$ cat config.mk
export PLATFORM = sky130hd
export DESIGN_NAME = aes_key_schedule_seq
export DESIGN_NICKNAME = d
export VERILOG_FILES = /design/src/rtl/aes_key_schedule_seq_pkg.sv /design/src/rtl/aes_key_schedule_seq_sbox_byte.sv /design/src/rtl/aes_key_schedule_seq.sv
export SDC_FILE = /design/constraint.sdc
export NUM_CORES = 2
export LEC_CHECK = 0
export CELL_PAD_IN_SITES_DETAIL_PLACEMENT = 1
export CELL_PAD_IN_SITES_GLOBAL_PLACEMENT = 1
export CORE_AREA = 10 10 651 653
export DETAILED_ROUTE_END_ITERATION = 12
export DIE_AREA = 0 0 661 663
export PLACE_DENSITY_LB_ADDON = 0.1
export SLEW_MARGIN = 25
export SYNTH_ARGS = -nofsm -noshare
export SYNTH_HDL_FRONTEND = slang
export SYNTH_SLANG_ARGS = --single-unit
$ cat constraint.sdc
create_clock -name clk -period 107 [get_ports clk]
set_input_delay 32.1 -clock clk [delete_from_list [all_inputs] [get_ports clk]]
set_output_delay 32.1 -clock clk [all_outputs]
set_load 0.02 [all_outputs]
$ cat src/rtl/aes_key_schedule_seq_pkg.sv
// Shared constants and types for the iterative AES-128 key schedule.
package aes_key_schedule_seq_pkg;

    localparam int WORD_W = 32;
    localparam int KEY_W  = 128;

    // Round constants for rounds 1..10 (index 0 is the round-1 constant).
    localparam logic [7:0] AES_RCON [10] = '{
        8'h01, 8'h02, 8'h04, 8'h08, 8'h10,
        8'h20, 8'h40, 8'h80, 8'h1b, 8'h36
    };

    typedef enum logic [1:0] {
        IDLE   = 2'd0,
        EXPAND = 2'd1,
        DONE   = 2'd2
    } ks_state_t;

endpackage

$ cat src/rtl/aes_key_schedule_seq_sbox_byte.sv
// Combinational forward AES S-box for one byte.
module aes_sbox_byte (
    input  logic [7:0] byte_val,
    output logic [7:0] sub_val
);

    localparam logic [7:0] SBOX [256] = '{
        8'h63, 8'h7c, 8'h77, 8'h7b, 8'hf2, 8'h6b, 8'h6f, 8'hc5, 8'h30, 8'h01, 8'h67, 8'h2b, 8'hfe, 8'hd7, 8'hab, 8'h76,
        8'hca, 8'h82, 8'hc9, 8'h7d, 8'hfa, 8'h59, 8'h47, 8'hf0, 8'had, 8'hd4, 8'ha2, 8'haf, 8'h9c, 8'ha4, 8'h72, 8'hc0,
        8'hb7, 8'hfd, 8'h93, 8'h26, 8'h36, 8'h3f, 8'hf7, 8'hcc, 8'h34, 8'ha5, 8'he5, 8'hf1, 8'h71, 8'hd8, 8'h31, 8'h15,
        8'h04, 8'hc7, 8'h23, 8'hc3, 8'h18, 8'h96, 8'h05, 8'h9a, 8'h07, 8'h12, 8'h80, 8'he2, 8'heb, 8'h27, 8'hb2, 8'h75,
        8'h09, 8'h83, 8'h2c, 8'h1a, 8'h1b, 8'h6e, 8'h5a, 8'ha0, 8'h52, 8'h3b, 8'hd6, 8'hb3, 8'h29, 8'he3, 8'h2f, 8'h84,
        8'h53, 8'hd1, 8'h00, 8'hed, 8'h20, 8'hfc, 8'hb1, 8'h5b, 8'h6a, 8'hcb, 8'hbe, 8'h39, 8'h4a, 8'h4c, 8'h58, 8'hcf,
        8'hd0, 8'hef, 8'haa, 8'hfb, 8'h43, 8'h4d, 8'h33, 8'h85, 8'h45, 8'hf9, 8'h02, 8'h7f, 8'h50, 8'h3c, 8'h9f, 8'ha8,
        8'h51, 8'ha3, 8'h40, 8'h8f, 8'h92, 8'h9d, 8'h38, 8'hf5, 8'hbc, 8'hb6, 8'hda, 8'h21, 8'h10, 8'hff, 8'hf3, 8'hd2,
        8'hcd, 8'h0c, 8'h13, 8'hec, 8'h5f, 8'h97, 8'h44, 8'h17, 8'hc4, 8'ha7, 8'h7e, 8'h3d, 8'h64, 8'h5d, 8'h19, 8'h73,
        8'h60, 8'h81, 8'h4f, 8'hdc, 8'h22, 8'h2a, 8'h90, 8'h88, 8'h46, 8'hee, 8'hb8, 8'h14, 8'hde, 8'h5e, 8'h0b, 8'hdb,
        8'he0, 8'h32, 8'h3a, 8'h0a, 8'h49, 8'h06, 8'h24, 8'h5c, 8'hc2, 8'hd3, 8'hac, 8'h62, 8'h91, 8'h95, 8'he4, 8'h79,
        8'he7, 8'hc8, 8'h37, 8'h6d, 8'h8d, 8'hd5, 8'h4e, 8'ha9, 8'h6c, 8'h56, 8'hf4, 8'hea, 8'h65, 8'h7a, 8'hae, 8'h08,
        8'hba, 8'h78, 8'h25, 8'h2e, 8'h1c, 8'ha6, 8'hb4, 8'hc6, 8'he8, 8'hdd, 8'h74, 8'h1f, 8'h4b, 8'hbd, 8'h8b, 8'h8a,
        8'h70, 8'h3e, 8'hb5, 8'h66, 8'h48, 8'h03, 8'hf6, 8'h0e, 8'h61, 8'h35, 8'h57, 8'hb9, 8'h86, 8'hc1, 8'h1d, 8'h9e,
        8'he1, 8'hf8, 8'h98, 8'h11, 8'h69, 8'hd9, 8'h8e, 8'h94, 8'h9b, 8'h1e, 8'h87, 8'he9, 8'hce, 8'h55, 8'h28, 8'hdf,
        8'h8c, 8'ha1, 8'h89, 8'h0d, 8'hbf, 8'he6, 8'h42, 8'h68, 8'h41, 8'h99, 8'h2d, 8'h0f, 8'hb0, 8'h54, 8'hbb, 8'h16
    };

    // Table lookup; pure combinational.
    always_comb begin
        sub_val = SBOX[byte_val];
    end

endmodule

$ cat src/rtl/aes_key_schedule_seq.sv
// Iterative AES-128 key expansion: one round key per clock into a
// round-key store, exposed as a flat bus and a random-access read port.
module aes_key_schedule_seq
    import aes_key_schedule_seq_pkg::*;
#(
    parameter int Nk = 4,
    parameter int Nr = 10
) (
    input  logic                      clk,
    input  logic                      reset,
    input  logic                      start,
    input  logic [KEY_W-1:0]          key_in,
    input  logic [3:0]                rk_idx,
    output logic [KEY_W-1:0]          rk_out,
    output logic [(Nr+1)*KEY_W-1:0]   all_keys,
    output logic                      busy,
    output logic                      done
);

    // Only AES-128 is implemented; anything else must fail elaboration.
    if (Nk != 4 || Nr != 10) begin : g_bad_params
        $error("aes_key_schedule_seq supports only Nk=4, Nr=10");
    end

    ks_state_t          state;
    logic [3:0]         round;
    logic [7:0]         rcon;
    logic [KEY_W-1:0]   store [Nr+1];

    logic [3:0]         prev_idx;
    logic [KEY_W-1:0]   prev_key;
    logic [WORD_W-1:0]  w0, w1, w2, w3;
    logic [WORD_W-1:0]  rot_word, sub_word, temp;
    logic [WORD_W-1:0]  n0, n1, n2, n3;
    logic [KEY_W-1:0]   next_key;

    // Previous round key and its four words; round is >=1 whenever it matters.
    always_comb begin
        prev_idx = (round == 4'd0) ? 4'd0 : round - 4'd1;
        prev_key = store[prev_idx];
        w0       = prev_key[127:96];
        w1       = prev_key[95:64];
        w2       = prev_key[63:32];
        w3       = prev_key[31:0];
        rot_word = {w3[23:0], w3[31:24]};
    end

    // SubWord: one S-box per byte of the rotated last word.
    for (genvar b = 0; b < 4; b++) begin : g_sub
        aes_sbox_byte u_sbox (
            .byte_val (rot_word[b*8 +: 8]),
            .sub_val  (sub_word[b*8 +: 8])
        );
    end

    // Next round key: chained XOR of the previous words with the mixed temp word.
    always_comb begin
        temp     = sub_word ^ {rcon, 24'h0};
        n0       = w0 ^ temp;
        n1       = w1 ^ n0;
        n2       = w2 ^ n1;
        n3       = w3 ^ n2;
        next_key = {n0, n1, n2, n3};
    end

    // Control FSM and round-key store; start is only honoured when not busy.
    always_ff @(posedge clk or posedge reset) begin
        if (reset) begin
            state <= IDLE;
            busy  <= 1'b0;
            done  <= 1'b0;
            round <= 4'd0;
            rcon  <= 8'h01;
            for (int k = 0; k <= Nr; k++) begin
                store[k] <= '0;
            end
        end else begin
            case (state)
                IDLE, DONE: begin
                    if (start) begin
                        store[0] <= key_in;
                        round    <= 4'd1;
                        rcon     <= 8'h01;
                        done     <= 1'b0;
                        busy     <= 1'b1;
                        state    <= EXPAND;
                    end
                end
                EXPAND: begin
                    store[round] <= next_key;
                    if (round == 4'(Nr)) begin
                        busy  <= 1'b0;
                        done  <= 1'b1;
                        state <= DONE;
                    end else begin
                        round <= round + 4'd1;
                        rcon  <= AES_RCON[round];
                    end
                end
                default: state <= IDLE;
            endcase
        end
    end

    // Random-access read port; indices beyond the last round read as zero.
    always_comb begin
        rk_out = '0;
        if (rk_idx <= 4'(Nr)) begin
            rk_out = store[rk_idx];
        end
    end

    // Flat key bus: round 0 in the most significant slice.
    always_comb begin
        all_keys = '0;
        for (int k = 0; k <= Nr; k++) begin
            all_keys[(Nr-k)*KEY_W +: KEY_W] = store[k];
        end
    end

endmodule

==> impl_summary.md <==
Global routing
In the global route stage, overall resource usage came out at 0.3499. After global routing the overflow that remains totals 0. The number of antenna violations at the first check in global routing is between 100 and 150. The first global-routing pass estimated 1056000 um of wire.

The met1 track demand over resource is 0.4287. The busiest metal layer after global routing is met2. For this run, global-route usage on met2 was measured as 0.5536. The largest net degree at the start of global routing is 169.

The fraction of met3 tracks used by global routing is 0.08711. The via count of the first global-routing pass is approximately 100k.

Worst setup path
The arrival time at the worst endpoint is 36.95 ns. The largest single stage delay on the critical path is between 0.7 and 0.8 ns. In this run the worst path has a maximum fanout of 84. Counting stages on the worst path, the most repeated cell is buf_4. The largest individual stage delay along the critical path comes from the cell clkdlybuf4s50_1. The worst setup path is launched from an input port. For the worst setup path, the data required time is ~75 ns.

The start-to-end type of the worst setup path is in -> out. Traced cell by cell, the critical path runs through buf_8, buf_4, buf_4, buf_12, buf_4, mux4_2, mux2i_1, o22ai_1, clkdlybuf4s50_1. The kind of end point of the critical path is an output pin.

Synth
The number of standard cells after synthesis is 10.88k. The average size of a mapped cell is ~8.4 um^2. Counting flops with an async set or reset pin after synthesis yields a share of 1.000. Counting flops with a built-in enable in the synthesized netlist gives 0. The top flip-flop cell by instance count after synthesis is dfrtp_1. For this run, the number of Yosys warnings is 0. The synthesized design contains 1424 register bits.

The number of distinct library cell variants in the gate-level netlist after synthesis is between 100 and 150. Counting every net in the synthesized netlist gives between 10k and 15k. The netlist area before placement is 91870 um^2. The share of the Yosys chip area taken by registers is 0.3879.

Route
The residual antenna-violating net count after detailed routing is 0. For this block, the initial DRC count from the detailed router was between 10k and 15k. The total vias in the final route is approximately 100k. The via-per-instance ratio is around 6. In the final routed layout, each cell accounts on average for approximately 45 um.

The remaining routing DRC violations is 0. The total detailed-routing wirelength is 801300 um. The first detailed-routing pass took 6 iterations.

CTS
The number of buffers added to fix hold violations after cts is 0. The CTS tree is built. The clock latency of the later-clocked register in the worst-skew pair is just under 1 ns. Counting every sink on the clock net gives roughly 1.4k.

In this run the clock root is driven by a clkbuf_16. The number of levels the H-tree was split into is 4. No sink is reached through more buffers than the 4 on the longest clock path.

The clock transition at the registers of the reported paths is about 0.06 ns. Once the clock tree was built, the resizer swapped 0 gates to a different size. The number of clock buffers added by TritonCTS is 190.

The number of setup buffers added after CTS is 0.

Die
The core area is 411300 um^2. In this run the horizontal extent of the chip is around 660 um. The floorplan has approximately 240 rows. The starting density of the core is 0.2233. The die covers 438200 um^2. The die is about 660 um tall.

The total I/O pin count is 1673.

Placement
The final estimated routing congestion in global placement is between 0.9 and 1. The HPWL after detailed placement is a little under 600000 um. During placement, the flow inserted port buffers numbering ~1.7k. Summing all placed instances gives a cell area of about 120000 um^2.

STA
In the finished design, the share of the clock period the worst path needs comes to 0.6453. Across the routed clock network, the largest skew measured is between 0.1 and 0.15 ns. Setup violations remaining at the end of the flow were counted as 0. The sum of negative setup slack is 0 ns. Setup repair after global routing left no endpoint under its margin. At the pin with the least slew margin, the transition time is between 1 and 1.5 ns. The final critical path time including I/O delays and setup is 69.05 ns.

The worst slew slack as a fraction of its limit is 0.1596. The count of pins over their slew limit is 0. The number of hold-slack violations in the final timing report is 0. Derived from the worst setup path, the maximum achievable clock frequency is about 0.014 GHz.

Final layout
The area growth from synthesis to final layout is 33.06%. In the final design database the tool counted about 12k nets. The filler cells instantiated in the layout total between 40k and 50k. The register area is between 30000 and 40000 um^2. The footprint of the multi-input gates is ~53000 um^2. The ratio of cells with drive above 1 in the final layout is 0.1105. The summed area of non-filler cells in the final layout is 122200 um^2. Leaving out fill and tap cells, the most frequent cell in the layout is nand2_1. The library cells used most frequently in the layout, excluding fill and tap cells, are nand2_1, clkdlybuf4s50_1, o21ai_0.

Worst hold path
The type of the worst min-delay path is reg -> reg.

Run status
The flow ran to the end, and the final reports show no timing, DRC or antenna violations.

Run
The tool flagged a number of max-cap violations equal to 0.
## cells by family after synthesis
family / share of synthesized area
flip-flops: 0.3879
multiplexers: 0.1146
AND/OR/NAND/NOR: 0.1544
buffers and inverters: 0.05504
AO/OA/AOI/OAI: 0.2592
XOR/XNOR: 0.02031
adder cells (fa/ha/maj): 0.008580
## per-layer routing
| metal | vias up | routed length [um] | share of wire |
|---|---|---|---|
| li1 | 42140 | - | - |
| met1 | 55470 | 316100 | 0.39 |
| met2 | 5545 | 362100 | 0.45 |
| met3 | 1283 | 65220 | 0.081 |
| met4 | 16 | 57820 | 0.072 |
| met5 | - | 96 | 0.00012 |
## critical path: cells and delay by family
kind,cells,cell delay (ns)
AO/OA/AOI/OAI,1,0.68
multiplexers,2,0.42
buffers and inverters,6,3.45
## Yosys cell counts (36+ instances only)
library cell | number | area (um^2)
dfrtp_1 | 1423 | 35610
a31oi_1 | 129 | 807.0
and3_1 | 56 | 350.3
xnor2_1 | 123 | 1077
xor2_1 | 64 | 560.5
ha_1 | 63 | 788.3
a221o_1 | 41 | 410.4
a311oi_1 | 69 | 604.3
buf_1 | 156 | 585.6
nand2_1 | 2141 | 8036
mux2i_1 | 402 | 4024
o21ai_1 | 94 | 470.5
o22ai_1 | 294 | 1839
mux4_2 | 270 | 6081
o211ai_1 | 121 | 908.4
o21ai_0 | 1486 | 7437
a32oi_1 | 36 | 315.3
clkbuf_1 | 742 | 2785
a221oi_1 | 158 | 1384
buf_4 | 38 | 285.3
a21oi_1 | 700 | 3503
nand3_1 | 223 | 1116
nor2_1 | 620 | 2327
buf_2 | 218 | 1091
a22oi_1 | 145 | 1089
o221ai_1 | 136 | 1191
nor3_1 | 167 | 835.8
a211oi_1 | 90 | 675.7
## per-stage QoR
| step | utilization | std cells | hold slack, ns | setup WS [ns] |
|---|---|---|---|---|
| after floorplan | - | 10880 | 0.4808 | 34.74 |
| after global placement | 0.2805 | 17290 | 0.4715 | 37.92 |
| after detailed placement | 0.2812 | 17300 | 0.4790 | 37.81 |
| after CTS | 0.2963 | 17630 | 0.4933 | 37.82 |
| after global routing | 0.2971 | 17670 | 0.5125 | 37.72 |
| final | 0.2972 | 17690 | 0.4901 | 37.95 |
## flip-flops by register name, summed over array words and instances (netlist names)
| name | cells |
|---|---|
| state | 2 |
| done | 1 |
| rcon | 8 |
| busy | 1 |
| all_keys | 1408 |
| round | 4 |
## path summary, 6_finish.rpt
check | endpoint | slack, ns | from | depth (start not counted)
worst max-delay path | rk_out[108] | 37.95 | rk_idx[0] | 9
worst min-delay path | busy | 0.49 | busy | 2
worst max register to register | all_keys[703] | 95.91 | round[0] | 22
worst min register to register | busy | 0.49 | busy | 2
max in group asynchronous | all_keys[1036] | 68.51 | reset | 10
min in group asynchronous | all_keys[985] | 31.65 | reset | 2
## layout make-up
| type | instances | area share |
|---|---|---|
| multi-input combinational | 8244 | 0.4322 |
| sequential | 1424 | 0.2916 |
| timing repair buffer | 2114 | 0.1665 |
| tap | 5474 | 0.05603 |
| clock buffer | 276 | 0.04574 |
| clock inverter | 57 | 0.005251 |
| inverter | 45 | 0.001556 |
| antenna | 53 | 0.001085 |
Power is not shown: default switching activity piles up to over one toggle a cycle in this logic, so the estimate is an artifact.
